===== src/rtl/gray_conv_arbiter.sv =====
`default_nettype none
// ============================================================================
//  Module   : gray_conv_arbiter
//  Purpose  : Round-robin arbiter and sequencer that shares one binary/Gray
//             conversion unit between NREQ requesters. One job is in flight
//             at a time; its result is returned registered and tagged with
//             the owning requester's index.
//
//  Ports    : clk        rising-edge clock
//             rst        asynchronous, active-high reset
//             req        per-requester request level, held until its gnt
//             bin_in     operands, requester i at [i*SIZE +: SIZE]
//             mode_in    per-requester mode (0 = bin->Gray, 1 = Gray->bin)
//             gnt        one-hot completion pulse, coincident with res_valid
//             res_valid  one-cycle result strobe
//             res_id     index of the requester owning res_data
//             res_data   conversion result, held until the next res_valid
//             busy       high whenever the sequencer is not idle
//
//  Options  : GRAY_CONV_G2B_EN - when defined, mode_in is honoured and the
//             Gray->bin path is built as an iterative SIZE-cycle converter.
//             When undefined, mode_in is ignored and every job is bin->Gray.
//
//  Revision : 1.0 - initial release
// ============================================================================
module gray_conv_arbiter #(
    parameter int SIZE = 8,
    parameter int NREQ = 4
) (
    input  logic                      clk,
    input  logic                      rst,
    input  logic [NREQ-1:0]           req,
    input  logic [NREQ*SIZE-1:0]      bin_in,
    input  logic [NREQ-1:0]           mode_in,
    output logic [NREQ-1:0]           gnt,
    output logic                      res_valid,
    output logic [$clog2(NREQ)-1:0]   res_id,
    output logic [SIZE-1:0]           res_data,
    output logic                      busy
);

    localparam int c_ID_W = $clog2(NREQ);

    localparam logic [1:0] c_ST_IDLE = 2'd0;
    localparam logic [1:0] c_ST_CONV = 2'd1;
    localparam logic [1:0] c_ST_RESP = 2'd2;

    logic [1:0]         r_state;
    logic [c_ID_W-1:0]  r_ptr;
    logic [SIZE-1:0]    r_opnd;
    logic [c_ID_W-1:0]  r_cur_id;
    // Result is built here and only copied to res_data in RESP, so res_data
    // stays stable between strobes even while the iterative path is running.
    logic [SIZE-1:0]    r_acc;

    logic [c_ID_W:0]    w_cand;
    logic [c_ID_W-1:0]  w_sel_id;
    logic               w_sel_found;
    logic [SIZE-1:0]    w_sel_opnd;
    logic [c_ID_W-1:0]  w_ptr_next;

`ifdef GRAY_CONV_G2B_EN
    localparam int                c_K_W   = $clog2(SIZE);
    localparam logic [c_K_W-1:0]  c_K_MAX = c_K_W'(SIZE-1);

    logic               r_cur_mode;
    logic [c_K_W-1:0]   r_k;
    logic               w_sel_mode;
    logic               w_g2b_prev;
    logic               w_g2b_bit;
`else
    logic               w_unused_mode;
    assign w_unused_mode = ^mode_in;
`endif

    // Round-robin search: first asserted request at or above r_ptr, wrapping.
    // The candidate is one bit wider than an index so ptr+i never overflows.
    always_comb begin
        w_sel_id    = '0;
        w_sel_found = 1'b0;
        w_cand      = '0;
        for (int i = 0; i < NREQ; i++) begin
            w_cand = {1'b0, r_ptr} + (c_ID_W+1)'(i);
            if (w_cand >= (c_ID_W+1)'(NREQ)) begin
                w_cand = w_cand - (c_ID_W+1)'(NREQ);
            end
            if (!w_sel_found && req[w_cand[c_ID_W-1:0]]) begin
                w_sel_found = 1'b1;
                w_sel_id    = w_cand[c_ID_W-1:0];
            end
        end
    end

    // Operand mux with constant slice bounds.
    always_comb begin
        w_sel_opnd = '0;
        for (int i = 0; i < NREQ; i++) begin
            if (w_sel_id == c_ID_W'(i)) begin
                w_sel_opnd = bin_in[i*SIZE +: SIZE];
            end
        end
    end

    assign w_ptr_next = (r_cur_id == c_ID_W'(NREQ-1)) ? '0 : r_cur_id + c_ID_W'(1);

`ifdef GRAY_CONV_G2B_EN
    assign w_sel_mode = mode_in[w_sel_id];

    // b[k] = b[k+1] ^ g[k], MSB first. The bit above the MSB is taken as 0.
    // Higher bits of r_acc already hold the binary result when bit k is built.
    always_comb begin
        w_g2b_prev = 1'b0;
        for (int i = 0; i < SIZE-1; i++) begin
            if (r_k == c_K_W'(i)) begin
                w_g2b_prev = r_acc[i+1];
            end
        end
    end

    assign w_g2b_bit = w_g2b_prev ^ r_opnd[r_k];
`endif

    always_ff @(posedge clk or posedge rst) begin
        if (rst) begin
            r_state    <= c_ST_IDLE;
            r_ptr      <= '0;
            r_opnd     <= '0;
            r_cur_id   <= '0;
            r_acc      <= '0;
`ifdef GRAY_CONV_G2B_EN
            r_cur_mode <= 1'b0;
            r_k        <= '0;
`endif
            gnt        <= '0;
            res_valid  <= 1'b0;
            res_id     <= '0;
            res_data   <= '0;
            busy       <= 1'b0;
        end else begin
            gnt       <= '0;
            res_valid <= 1'b0;

            case (r_state)
                c_ST_IDLE: begin
                    if (w_sel_found) begin
                        r_opnd     <= w_sel_opnd;
                        r_cur_id   <= w_sel_id;
`ifdef GRAY_CONV_G2B_EN
                        r_cur_mode <= w_sel_mode;
                        r_k        <= c_K_MAX;
`endif
                        r_state    <= c_ST_CONV;
                        busy       <= 1'b1;
                    end
                end

                c_ST_CONV: begin
`ifdef GRAY_CONV_G2B_EN
                    if (r_cur_mode) begin
                        r_acc[r_k] <= w_g2b_bit;
                        if (r_k == '0) begin
                            r_state <= c_ST_RESP;
                        end else begin
                            r_k <= r_k - c_K_W'(1);
                        end
                    end else begin
                        r_acc   <= r_opnd ^ (r_opnd >> 1);
                        r_state <= c_ST_RESP;
                    end
`else
                    r_acc   <= r_opnd ^ (r_opnd >> 1);
                    r_state <= c_ST_RESP;
`endif
                end

                c_ST_RESP: begin
                    res_valid <= 1'b1;
                    gnt       <= {{(NREQ-1){1'b0}}, 1'b1} << r_cur_id;
                    res_id    <= r_cur_id;
                    res_data  <= r_acc;
                    r_ptr     <= w_ptr_next;
                    r_state   <= c_ST_IDLE;
                    busy      <= 1'b0;
                end

                default: begin
                    r_state <= c_ST_IDLE;
                    busy    <= 1'b0;
                end
            endcase
        end
    end

endmodule
`default_nettype wire


===== config.mk =====
export PLATFORM = sky130hd
export DESIGN_NAME = gray_conv_arbiter
export DESIGN_NICKNAME = d
export VERILOG_FILES = /design/src/rtl/gray_conv_arbiter.sv
export SDC_FILE = /design/constraint.sdc
export NUM_CORES = 1
export LEC_CHECK = 0
export BUFFER_PORTS_ARGS = -buffer_cell sky130_fd_sc_hd__buf_2
export CORE_MARGIN = 5
export CORE_UTILIZATION = 50
export DETAILED_ROUTE_END_ITERATION = 8
export PLACE_DENSITY_LB_ADDON = 0.2
export SKIP_LAST_GASP = 1
export SLEW_MARGIN = 20
export SYNTH_ARGS = -nofsm -noshare
export SYNTH_HDL_FRONTEND = slang
export SYNTH_SLANG_ARGS = --single-unit

===== constraint.sdc =====
create_clock -name clk -period 2.2 [get_ports clk]
set_input_delay 0.44 -clock clk [delete_from_list [all_inputs] [get_ports clk]]
set_output_delay 0.44 -clock clk [all_outputs]
set_load 0.005 [all_outputs]

==> results by stage, run 1 <==
Global route:
- After global routing the overflow that remains totals 0.
- The number of antenna violations at the first check in global routing is 0.
- The first-pass GRT wire length is 5730 µm.
- The via count of the first global-routing pass is 1312.
- The pin count of the biggest net entering global routing is 39.
- Global routing consumed, over all layers together, 14.3% of the routing resources.

Place:
- Once detailed placement completed, the half-perimeter wirelength came to 2530 µm.
- The pre-CTS setup slack is 348 ps.
- Port buffering added 53 buffers.
- The area of placed instances is 2060 µm².
- At the end of routability-driven placement, the weighted congestion stood at 0.726.

Die:
- The row count is 21.
- The effective utilization at floorplan is 52.2%.
- The x dimension of the die is 69.5 µm.
- In this run the count of I/O pins placed on the die edge is 58.
- In this run the vertical extent of the chip is 69.5 µm.
- The floorplan step defined a die boundary enclosing 4830 µm².
- After floorplanning, the core was sized to cover 3390 µm².

STA:
- For the pin with the worst max-slew slack, the measured transition is 494 ps.
- The worst clock skew is 5.11 ps.
- Headroom to the max-slew limit came out at 67.0%.
- Based on the critical path, the design can be clocked at up to 601 MHz.
- The total count of hold-check failures in the final report is 0.
- The worst hold margin is 214 ps.
- The number of max-slew violations in the final report is 0.
- The final count of negative-setup-slack endpoints is 0.
- Setup repair after global routing left no endpoint under its margin.
- In the final timing run, aggregate negative setup slack is 0 ps.
- The final critical path takes up 75.6% of the cycle.
- The setup slack after layout is 536 ps.
- The minimum clock period is 1660 ps.

Route:
- After detailed routing, the average wire length per cell comes to 12.7 µm.
- The count of unresolved DRC violations after routing is 0.
- The number of violations reported at the end of detailed-routing iteration 0 is 80.
- Using the TritonRoute via totals, the vias-per-cell ratio works out to 4.96.
- The number of antenna-violating nets in the routed design is 0.
- The routed design has 3180 µm of wire.
- The first TritonRoute pass finished after 4 iterations.
- The routed layout has 1245 vias.

Min path:
- The path class of the tightest hold or removal check is in2async.

Setup path:
- The buffering stage count on the worst path with inverters included is 1.
- Data on the critical path arrives at its endpoint at 1850 ps.
- The startpoint-to-endpoint class of the critical path is reg2reg.
- The endpoint of the worst-slack reg-to-reg timing path is r_opnd[6].
- The required arrival time at the worst endpoint is 2390 ps.
- In this run the critical register-to-register path is launched from r_ptr[1].
- The start point of the critical path is r_ptr[1].
- The worst-case reg-to-reg path depth is 6.
- Walking the worst path, the cells encountered are a21o_1 > a21oi_1 > o22a_1 > buf_4 > mux2i_1 > o221ai_1.
- For flop-to-flop paths, the worst setup slack is 540 ps.
- The type of origin of the critical path is a register.
- Among all stages on the critical path, the largest delay is contributed by dfrtp_1.
- Broken down by cell family, the worst path's largest delay share belongs to compound AO/OA/AOI/OAI gates.
- The critical path ends at r_opnd[6].
- In this design, the stage delay of the slowest critical-path cell is 440 ps.
- The kind of capture point of the worst setup path is a register.
- The maximum fanout count along the critical path is 17.
- The cell depth of the worst setup path is 6.

Final layout:
- The filler cells instantiated in the layout total 286.
- The ratio of cells with drive above 1 in the final layout is 38.0%.
- The net count of the finished layout is 250.
- The number of inserted diodes is 0.
- The area of all placed cells without fillers is 2120 µm².
- The area growth from synthesis to layout is 20.0%.

Power and ir drop:
- Power spread over the standard cell area amounts to 1280 nW/µm².
- The worst-case IR drop observed on VDD is 0.824 mV.
- The analysis attributes to cell leakage a power of 1.08 nW.

Logic synthesis:
- By count the netlist is led by dfrtp_1 (38), nand2_1 (17), mux2i_1 (16), mux2_2 (13).
- The mapped netlist covers 1770 µm².
- By area the synthesized netlist is led by dfrtp_1 (54%), mux2i_1 (9.1%), mux2_2 (8.3%).
- The synthesized design contains 38 register bits.
- The fraction of registers with async set/reset is 100%.
- A synthesized cell averages 12.0 µm².
- The cell type contributing the most total cell area after synthesis is dfrtp_1.
- Among all flip-flop cells after synthesis, the most frequent one is dfrtp_1.
- For this run, the number of Yosys warnings is 0.
- The register area share after synthesis is 53.8%.
- The cell with the most instances after synthesis is dfrtp_1.
- Counting flops with a built-in enable in the synthesized netlist gives 0.
- The number of different library cells in the post-synthesis netlist is 25.
- In the synthesized netlist, the number of instances is 147.
- Synthesis produced a netlist with a net count of 193.
- Summed over its instances, the top area cell type makes up 53.8% of the synthesized netlist area.

Clock network:
- The maximum level of the CTS H-tree is 2.
- After clock tree synthesis, the clock-pin slew on the worst setup and hold paths is 100 ps.
- The number of buffers created by CTS is 5.
- Once the clock tree was built, the setup fixing pass inserted 0 buffers.
- The later pin in the worst-skew pair is clocked with a latency of 320 ps.
- Once the clock tree was built, the resizer swapped 0 gates to a different size.
- Hold repair after CTS inserted 0 buffers.
- The number of clock sinks seen by CTS is 38.
- Counting along the longest clock path gives a buffer depth of 2.
- The clock tree root buffer cell is clkbuf_4.
- TritonCTS built the clock tree.

Job:
- The count of maximum capacitance violations is 0.

Status:
- The run finished with clean final reports.
-- registers in the layout (all words and copies together) (netlist names) --
signal     flops
r_state        2
res_data       8
r_acc          8
r_opnd         8
res_valid      1
r_cur_id       2
r_ptr          2
res_id         2
busy           1
gnt            4
-- layer usage --
metal | vias up | share of wire (%) | wire (µm) | GRT usage, %
li1 | 621 | - | - | -
met1 | 576 | 46 | 1470 | 18.3
met2 | 46 | 46 | 1450 | 22.9
met3 | 2 | 7.4 | 236 | 4.78
met4 | 0 | 0.85 | 27 | 4.56
met5 | - | 0 | 0 | 0
-- per-stage QoR --
stage / utilization, % / cells / power, mW
global route: 62.6 / 251 / 2.99
detailed placement: 60.8 / 243 / 2.41
global placement: 60.8 / 243 / 2.35
floorplan: - / 147 / 2.11
CTS: 62.6 / 251 / 2.77
finish: 62.6 / 251 / 2.72
-- cells by family after synthesis --
family,synth area share (%)
multiplexers,17.3
flip-flops,53.8
adder cells (fa/ha/maj),2.83
AO/OA/AOI/OAI,9.63
XOR/XNOR,3.47
buffers and inverters,5.38
AND/OR/NAND/NOR,7.57
-- cell type report --
class	instances	area (µm²)	area share, %
flip-flops and latches	38	951	44.8
multi-input cells	94	722	34.0
repair buffers	57	295	13.9
well taps	46	57.6	2.71
clock buffers	7	55.1	2.60
inverters	8	35.0	1.65
clock inverters	1	5.00	0.236
-- power by group --
group          internal (mW)  switching [mW]  total (mW)
combinational          0.596           0.532        1.13
sequential              1.02           0.219        1.24
clock                  0.155           0.198       0.353
total                   1.77           0.950        2.72
-- how the worst min path moves through the flow --
stage / startpoint / endpoint / slack (ps) / cells after the start
after floorplan: r_acc[0] / r_acc[0] / 440 / 2
after global placement: r_acc[4] / r_acc[4] / 460 / 2
after detailed placement: r_acc[6] / r_acc[6] / 470 / 2
after CTS: rst / gnt[0] / 220 / 3
after global routing: rst / gnt[2] / 240 / 3
final: rst / res_data[1] / 210 / 3
-- worst min-delay path, stage by stage --
cell and delay [ps]:
buf_2 100, inv_1 40, buf_4 400
-- layout by cell type, fill, tap and decap left out --
master	count
buf_4	4
clkinv_2	1
o22a_1	1
xnor2_1	7
a21oi_1	2
o22ai_1	1
nor2b_1	2
a311o_1	1
buf_2	53
nor2_1	2
nand2_1	17
o21ai_0	8
and2_1	4
clkbuf_1	1
nand2b_1	4
clkbuf_4	5
mux2_2	13
inv_6	1
o221ai_1	8
a21o_1	1
a211oi_1	1
inv_1	7
clkbuf_8	1
ha_1	4
dfrtp_1	38
mux2i_1	16
o21ai_1	2
Note: power is estimated with default switching activity, not from simulation.
==> inputs of run 2 (changes only) <==
--- a/config.mk
+++ b/config.mk
@@ -7,7 +7,7 @@
 export LEC_CHECK = 0
 export BUFFER_PORTS_ARGS = -buffer_cell sky130_fd_sc_hd__buf_2
 export CORE_MARGIN = 5
-export CORE_UTILIZATION = 50
+export CORE_UTILIZATION = 45
 export DETAILED_ROUTE_END_ITERATION = 8
 export PLACE_DENSITY_LB_ADDON = 0.2
 export SKIP_LAST_GASP = 1
==> constraint.sdc (replaced) <==
create_clock -name clk -period 1.35 [get_ports clk]
set_input_delay 0.27 -clock clk [delete_from_list [all_inputs] [get_ports clk]]
set_output_delay 0.27 -clock clk [all_outputs]
set_load 0.005 [all_outputs]
==> run 2 against run 1 <==
- the flow now finishes with violations (setup timing)
- fmax up 6.8%
- clock power increased to 2.6 times the previous value
- sequential power is 65% higher
- via count increased by 3.8%
- core utilization hardly changed
- register-to-register slack got worse by 740 ps
- flip-flop and latch count unchanged
- worst hold slack got worse by 120 ps
- non-clock buffer count rose by 9
- largest cell class unchanged
- largest power group is now combinational logic
==> results by stage, run 2 (synthesis gave the netlist of run 1 again) <==
STA:
- The total count of hold-check failures in the final report was 0 (unchanged).
- The setup slack after layout was -208 ps (-744 ps).
- The worst hold margin came to 97.1 ps (-117 ps).
- The headroom to the max-slew limit is 69.0% (+2.0 points).
- The final count of negative-setup-slack endpoints is 9 (+9).
- The number of max-slew violations in the final report is 0 (unchanged).
- Setup repair after global routing could not meet its margin everywhere.
- The highest clock frequency the design can meet came to 642 MHz (+6.8%).
- The post-route fraction of the period consumed by the critical path is 115% (+40 points).
- The worst clock skew is 11.0 ps (+5.90 ps).
- The pin slew with the least headroom to its limit is 465 ps (-29.7 ps).
- The minimum clock period is 1560 ps (-106 ps).

Global route:
- The total routing usage reported by global routing is 13.7% (-0.63 points).
- The first-pass GRT wire length is 5720 µm (-0.12%).
- The number of antenna violations at the first check in global routing is 0 (unchanged).
- The final global-route overflow total is 0 (unchanged).
- The via count of the first global-routing pass is 1305 (-0.53%).
- The pin count of the biggest net entering global routing came to 39 (unchanged).

Setup path:
- The worst-case reg-to-reg path depth is 6 (unchanged).
- The type of origin of the critical path is a register.
- The start point of the critical path is r_ptr[0].
- The critical path goes through nand2b_4 > nor2b_4 > o22a_4 > clkbuf_16 > mux2i_1 > o221ai_1.
- The worst setup path is captured at a register.
- The maximum fanout count along the critical path is 8 (-9).
- By startpoint and endpoint, the worst setup path is classified as reg2reg.
- In this run the critical register-to-register path is captured at r_opnd[3].
- The buffering stage count on the worst path with inverters included was 1 (unchanged).
- The internal reg-to-reg setup slack is -210 ps (-740 ps).
- The startpoint identified for the worst register-to-register timing path is r_ptr[0].
- The slowest stage of the critical path belongs to the cell dfrtp_2.
- The endpoint arrival time on the critical path was 1700 ps (-150 ps).
- The required arrival time at the worst endpoint came to 1490 ps (-900 ps).
- The kind of cell with the highest combined delay along the critical path is flip-flops.
- The critical path's largest stage delay is 440 ps (about the same).

Power and ir drop:
- The largest voltage drop on the vdd net came to 1.19 mV (+44%).
- The overall power is 5.30 mW (+94%).
- The reported leakage power is 1.19 nW (+9.9%).
- The power per standard cell area is 2260 nW/µm² (+76%).

Place:
- The count of input and output buffers is 53 (unchanged).
- The half-perimeter wire length after detailed placement is 2600 µm (+2.9%).
- The number of cells after detailed placement is 250 (+2.9%).
- The weighted congestion reported at the end of routability-driven placement is 0.748 (+3.0%).

Final layout:
- The top cell types in the final layout, fill and taps aside, are buf_2 (54), dfrtp_1 (37), mux2i_1 (16), nand2_1 (15), mux2_2 (13).
- The final non-filler cell total came to 263 (+4.8%).
- In the final layout, the registers with the most flip-flops are r_acc (8), r_opnd (8), res_data (8).
- The ratio of cells with drive above 1 in the final layout came to 46.0% (+8.0 points).
- The area used by sequential logic in the layout is 952 µm² (+0.13%).
- The layout filler cell count is 324 (+13%).
- Leaving out fill and tap cells, the most frequent cell in the layout is buf_2.
- The area growth from synthesis to layout is 32.5%.
- The number of inserted diodes came to 0 (unchanged).
- The multi-input combinational cell area is 781 µm² (+8.1%).
- The number of nets in the layout is 260 (+4.0%).

Min path:
- The worst hold-check path type is in2async.

Die:
- The row count is 22 (+4.8%).
- The x dimension of the die came to 72.7 µm (+4.6%).
- The boundary pin count is 58 (unchanged).
- The die height was 72.7 µm (+4.6%).
- The floorplan die area was 5280 µm² (+9.5%).
- The effective utilization at floorplan is 47.2% (-4.9 points).
- The core area is 3740 µm² (+10%).

Clock network:
- TritonCTS built the clock tree.
- The worst-case clock buffer depth is 2 (unchanged).
- The cell sitting at the root of the clock tree is a clkbuf_8.
- The clock transition at the registers of the reported paths came to 80 ps (-20 ps).
- The number of buffers created by CTS was 5 (unchanged).
- The worst-skew pair later-pin latency is 280 ps (-40 ps).
- The total of hold buffers inserted after clock tree synthesis came to 0 (unchanged).
- The maximum level of the CTS H-tree was 2 (unchanged).
- The number of clock sinks seen by CTS is 38 (unchanged).

Route:
- The count of unresolved DRC violations after routing is 0 (unchanged).
- The number of iterations in the first detailed-routing pass is 4 (unchanged).
- The total via count after detailed routing is 1292 (+3.8%).
- The aggregate routed wire length is 3740 µm (+17%).
- The average wire per standard cell came to 14.2 µm (+12%).
- The number of violations reported at the end of detailed-routing iteration 0 is 50 (-38%).
- The number of antenna-violating nets in the routed design is 0 (unchanged).
- The average vias per placed instance was 4.91 (-0.96%).

Status:
- The final reports fail on setup timing.
- The run finished, with violations left.

Job:
- The count of maximum capacitance violations is 0 (unchanged).
-- run 2: cell types whose count changed in the layout (fill, tap and decap cells not counted), moves of 2 or more --
| cell | before | now |
|---|---|---|
| buf_4 | 4 | 6 |
| nand2b_1 | 4 | 2 |
| nor2b_4 | 0 | 2 |
| nand2b_4 | 0 | 2 |
| clkbuf_8 | 1 | 5 |
| clkbuf_4 | 5 | 0 |
| nor2b_1 | 2 | 0 |
| nand2_2 | 0 | 3 |
| buf_6 | 0 | 4 |
| nand2_1 | 17 | 15 |
-- run 2: power breakdown --
part / switching [mW] / internal, mW / leakage [nW] / total (mW)
Sequential: 0.364 / 1.67 / 0.471 / 2.04
Clock: 0.378 / 0.544 / 0.0579 / 0.922
Combinational: 1.04 / 1.30 / 0.662 / 2.34
Total: 1.78 / 3.52 / 1.19 / 5.30
-- run 2: timing repair --
item                       in CTS  in global routing
cloned                          0                  3
buffers inserted                0                  2
gates resized for setup         0                 18
pin swaps                       0                  7
setup endpoints to repair       9                 22
-- run 2: final cells by class --
class / instances / share of cell area, %
clock buffer: 5 / 2.94
multi-input combinational: 95 / 33.3
tap: 48 / 2.56
sequential: 38 / 40.7
timing repair buffer: 66 / 17.3
clock inverter: 3 / 1.71
inverter: 8 / 1.50
-- run 2: how the worst max path moves through the flow --
stage	cells after the start	end
6_report	6	r_opnd[3]
3_5_place_dp	7	r_opnd[5]
3_3_place_gp	7	r_opnd[3]
4_1_cts	6	r_opnd[5]
5_1_grt	6	r_opnd[6]
2_1_floorplan	7	r_opnd[0]
-- run 2: per-stage QoR --
step	utilization [%]	setup WS [ps]	setup TNS, ps	cell area, µm²
after global placement	56.7	-154	-1170	2120
after CTS	59.6	-230	-1540	2230
after floorplan	-	-140	-1050	1780
after detailed placement	56.7	-266	-1870	2120
final	62.6	-208	-1500	2340
after global routing	62.6	-239	-1990	2340
-- run 2: worst min-delay path, cell delays in order --
cell,delay [ps]
buf_2,90
inv_1,40
buf_4,400
-- run 2: layer usage --
metal	GRT usage (%)	part of all wire [%]	vias to the layer above
met5	0	0	-
met4	5.74	1.6	0
met3	3.17	5.6	6
met2	21.9	50	44
met1	17.7	43	591
li1	-	-	651
==> inputs of run 3 (changes only) <==
--- a/config.mk
+++ b/config.mk
@@ -5,9 +5,10 @@
 export SDC_FILE = /design/constraint.sdc
 export NUM_CORES = 1
 export LEC_CHECK = 0
+export ABC_AREA = 1
 export BUFFER_PORTS_ARGS = -buffer_cell sky130_fd_sc_hd__buf_2
 export CORE_MARGIN = 5
-export CORE_UTILIZATION = 45
+export CORE_UTILIZATION = 47
 export DETAILED_ROUTE_END_ITERATION = 8
 export PLACE_DENSITY_LB_ADDON = 0.2
 export SKIP_LAST_GASP = 1
==> run 3 against run 2 <==
- largest cell class is now multi-input gates
- largest power group unchanged
- non-clock buffer count up 16
- the flow still finishes with violations (setup timing)
- register-to-register slack worse by 360 ps
- highest routed layer unchanged
- synthesized area up 19%
==> results by stage, run 3 <==
Final layout:
- The number of nets in the layout came to 406 (+56%).
- The final non-filler cell total is 413 (+57%).
- Relative to the synthesized area, the layout overhead comes to 36.5%.
- In the final layout, the registers with the most flip-flops are r_acc (8), r_opnd (8), res_data (8).
- The area of all placed cells without fillers is 2870 µm² (+23%).
- The ratio of cells with drive above 1 in the final layout is 38.5% (-7.5 points).
- The end-of-flow core utilization is 65.9% (+3.4 points).
- The top cell types in the final layout, fill and taps aside, are nand2_1 (89), buf_2 (53), dfrtp_1 (37), inv_1 (23), buf_4 (22).
- The number of inserted diodes is 0 (unchanged).
- The most frequent standard cell in the layout excluding fill and tap cells is nand2_1.

STA:
- The total count of hold-check failures in the final report is 0 (unchanged).
- The accumulated negative setup slack is -5860 ps (-4370 ps).
- The pin slew with the least headroom to its limit is 451 ps (-13.9 ps).
- The number of max-slew violations in the final report was 0 (unchanged).
- The post-route fraction of the period consumed by the critical path is 142% (+27 points).
- The worst hold margin is 79.5 ps (-17.5 ps).
- The headroom to the max-slew limit is 70.0% (+0.93 points).
- The highest clock frequency the design can meet was 522 MHz (-19%).
- Setup repair after global routing could not meet its margin everywhere.
- The minimum clock period is 1920 ps (+359 ps).
- The worst clock skew was 5.72 ps (-5.29 ps).
- The setup slack after layout is -566 ps (-359 ps).
- The final count of negative-setup-slack endpoints is 12 (+3).

Power and ir drop:
- The overall power is 8.20 mW (+55%).
- The reported leakage power came to 1.57 nW (+32%).
- The largest voltage drop on the vdd net is 1.77 mV (+49%).
- The power per standard cell area is 2850 nW/µm² (+26%).

Place:
- The area of placed instances came to 2530 µm² (+19%).
- The half-perimeter wire length after detailed placement is 3270 µm (+26%).
- The number of cells after detailed placement is 391 (+56%).
- The pre-CTS setup slack is -517 ps (-252 ps).
- The count of input and output buffers was 53 (unchanged).
- The weighted congestion reported at the end of routability-driven placement is 0.827 (+11%).

Die:
- The effective utilization at floorplan is 48.3% (+1.1 points).
- The x dimension of the die is 76.9 µm (+5.8%).
- The boundary pin count is 58 (unchanged).
- The die height was 76.9 µm (+5.8%).
- The floorplan die area was 5910 µm² (+12%).
- The core area is 4350 µm² (+16%).
- The row count is 24 (+9.1%).

Setup path:
- The type of origin of the critical path is a register.
- The startpoint-to-endpoint class of the critical path is reg2reg.
- The worst-case reg-to-reg path depth was 13 (+7).
- The critical path's largest stage delay is 470 ps (+30 ps).
- The endpoint of the worst-slack reg-to-reg timing path is r_opnd[7].
- The internal reg-to-reg setup slack is -570 ps (-360 ps).
- STA classifies the critical path endpoint as a register.
- The library cell appearing most often on the critical path is nand2_2.
- The maximum fanout count along the critical path was 8 (unchanged).
- Traced cell by cell, the critical path runs through clkinvlp_4 > nand2_2 > nand2_2 > nand2_2 > nand2_2 > nand4_1 > nand3_4 > nand2_8 > buf_6 > o21ai_2 > inv_1 > nand2_1 > nand2_1.
- The endpoint arrival time on the critical path came to 2090 ps (+390 ps).
- The required arrival time at the worst endpoint is 1530 ps (+40 ps).
- The standard cell with the maximum stage delay on the critical path is dfrtp_2.
- In this run the critical register-to-register path is launched from r_ptr[0].

Clock network:
- The maximum level of the CTS H-tree is 2 (unchanged).
- The worst-case clock buffer depth is 2 (unchanged).
- The clock tree from TritonCTS is yes.
- The number of buffers created by CTS is 5 (unchanged).
- The total of hold buffers inserted after clock tree synthesis is 0 (unchanged).
- The number of clock sinks seen by CTS is 38 (unchanged).
- The worst-skew pair later-pin latency is 290 ps (about the same).
- The clock transition at the registers of the reported paths is 70 ps (about the same).
- In this run the clock root is driven by a clkbuf_8.

Logic synthesis:
- The number of instances in the synthesized netlist is 277 (+88%).
- The synthesized area is 2100 µm² (+19%).
- The cell type contributing the most total cell area after synthesis is dfrtp_1.
- The number of nets in the synthesized netlist was 323 (+67%).
- The count of flip-flops with a built-in enable after synthesis was 0 (unchanged).
- The number of warning messages in the yosys log is 0 (unchanged).
- The area share of the largest cell type after synthesis is 45.2% (-8.6 points).
- For this run, the leading register cell type out of synthesis is dfrtp_1.
- The number of different library cells in the post-synthesis netlist was 26 (+4.0%).
- Sorting the synthesized cells by how often they occur yields nand2_1 (107), dfrtp_1 (38), inv_1 (23), nand3_1 (23), o21ai_0 (20).
- The synthesized area divided by synthesized cell count is 7.59 µm² (-37%).
- The register area share after synthesis is 45.2% (-8.6 points).
- The number of storage elements in the synthesis netlist is 38 (unchanged).
- The fraction of registers with async set/reset was 100% (unchanged).
- Yosys attributes the largest share of cell area to dfrtp_1 (45%), nand2_1 (19%), nand3_1 (5.5%).
- The cell with the most instances after synthesis is nand2_1.

Route:
- The number of violations reported at the end of detailed-routing iteration 0 is 94 (+88%).
- The average wire per standard cell is 11.4 µm (-20%).
- The total via count after detailed routing is 1981 (+53%).
- The number of antenna-violating nets in the routed design was 0 (unchanged).
- The count of unresolved DRC violations after routing came to 0 (unchanged).
- The average vias per placed instance is 4.80 (-2.4%).
- The aggregate routed wire length is 4720 µm (+26%).
- The number of iterations in the first detailed-routing pass is 4 (unchanged).

Global route:
- The first-pass GRT wire length came to 7950 µm (+39%).
- The total routing usage reported by global routing is 16.2% (+2.5 points).
- The via count of the first global-routing pass is 1856 (+42%).
- The number of antenna violations at the first check in global routing is 0 (unchanged).
- The pin count of the biggest net entering global routing is 39 (unchanged).
- The final global-route overflow total came to 0 (unchanged).

Status:
- The run finished, with violations left.
- The checks that failed: setup timing.

Job:
- The count of maximum capacitance violations is 0 (unchanged).

Min path:
- The worst hold-check path type is in2async.
==> run 3: cell types whose count changed after synthesis, sizes merged, moves of 2 or more <==
cell,before,now
and2,4,0
inv,8,31
mux2,13,0
mux2i,16,0
nand2,17,113
nand2b,4,0
nand3,0,26
nand4,0,7
nor2,2,15
nor2b,2,0
o21ai,10,24
o221ai,8,0
or2,0,2
==> run 3: routing by layer <==
| metal | track usage, % | vias up | wire, µm |
|---|---|---|---|
| met4 | 5.77 | 0 | 72 |
| met1 | 21.2 | 883 | 2130 |
| met3 | 4.10 | 8 | 309 |
| met2 | 25.7 | 56 | 2200 |
| li1 | - | 1034 | - |
| met5 | 0 | - | 0 |
==> run 3: power breakdown <==
part / switching (mW) / total, mW / leakage [nW] / internal [mW]
logic: 2.91 / 5.26 / 1.04 / 2.35
clock network: 0.386 / 0.930 / 0.0579 / 0.543
registers: 0.349 / 2.01 / 0.477 / 1.66
==> run 3: critical path, delay by kind of cell, from the launching register on <==
family                 cells  cell delay [ps]
AND/OR/NAND/NOR            9              900
flip-flops                 1              470
buffers and inverters      3              320
AO/OA/AOI/OAI              1              100
==> run 3: worst max path at each step <==
stage,start,endpoint,slack (ps),depth (start not counted)
after global placement,r_ptr[0],r_opnd[3],-460,12
after global routing,r_ptr[0],r_opnd[6],-740,14
after floorplan,r_ptr[0],r_opnd[3],-340,14
final,r_ptr[0],r_opnd[7],-570,13
after CTS,r_ptr[0],r_opnd[7],-470,13
after detailed placement,r_ptr[0],r_opnd[4],-520,14
==> run 3: cells by family (layout without fill, tap and decap cells) <==
| family | after synthesis | after routing | share of synthesized area (%) |
|---|---|---|---|
| fa+ha+maj | 4 | 4 | 2.38 |
| simple gates | 164 | 164 | 34.8 |
| buf+inv | 39 | 123 | 8.21 |
| flops | 38 | 38 | 45.2 |
| xor+xnor | 7 | 7 | 2.91 |
| compound gates | 25 | 25 | 6.48 |
==> run 3: repair_timing <==
item / 4_1_cts / 5_1_grt
gates cloned: 2 / 1
buffers inserted: 2 / 9
resized for setup: 19 / 25
pin swaps: 6 / 19
setup endpoints to repair: 12 / 12
==> run 3: final cells by class <==
type	count	area, µm²
inverter	31	126
clock buffer	5	68.8
timing repair buffer	82	513
tap	52	65.1
clock inverter	3	40.0
timing repair inverter	2	13.8
sequential	38	952
fill	374	1480
multi-input combinational	200	1090
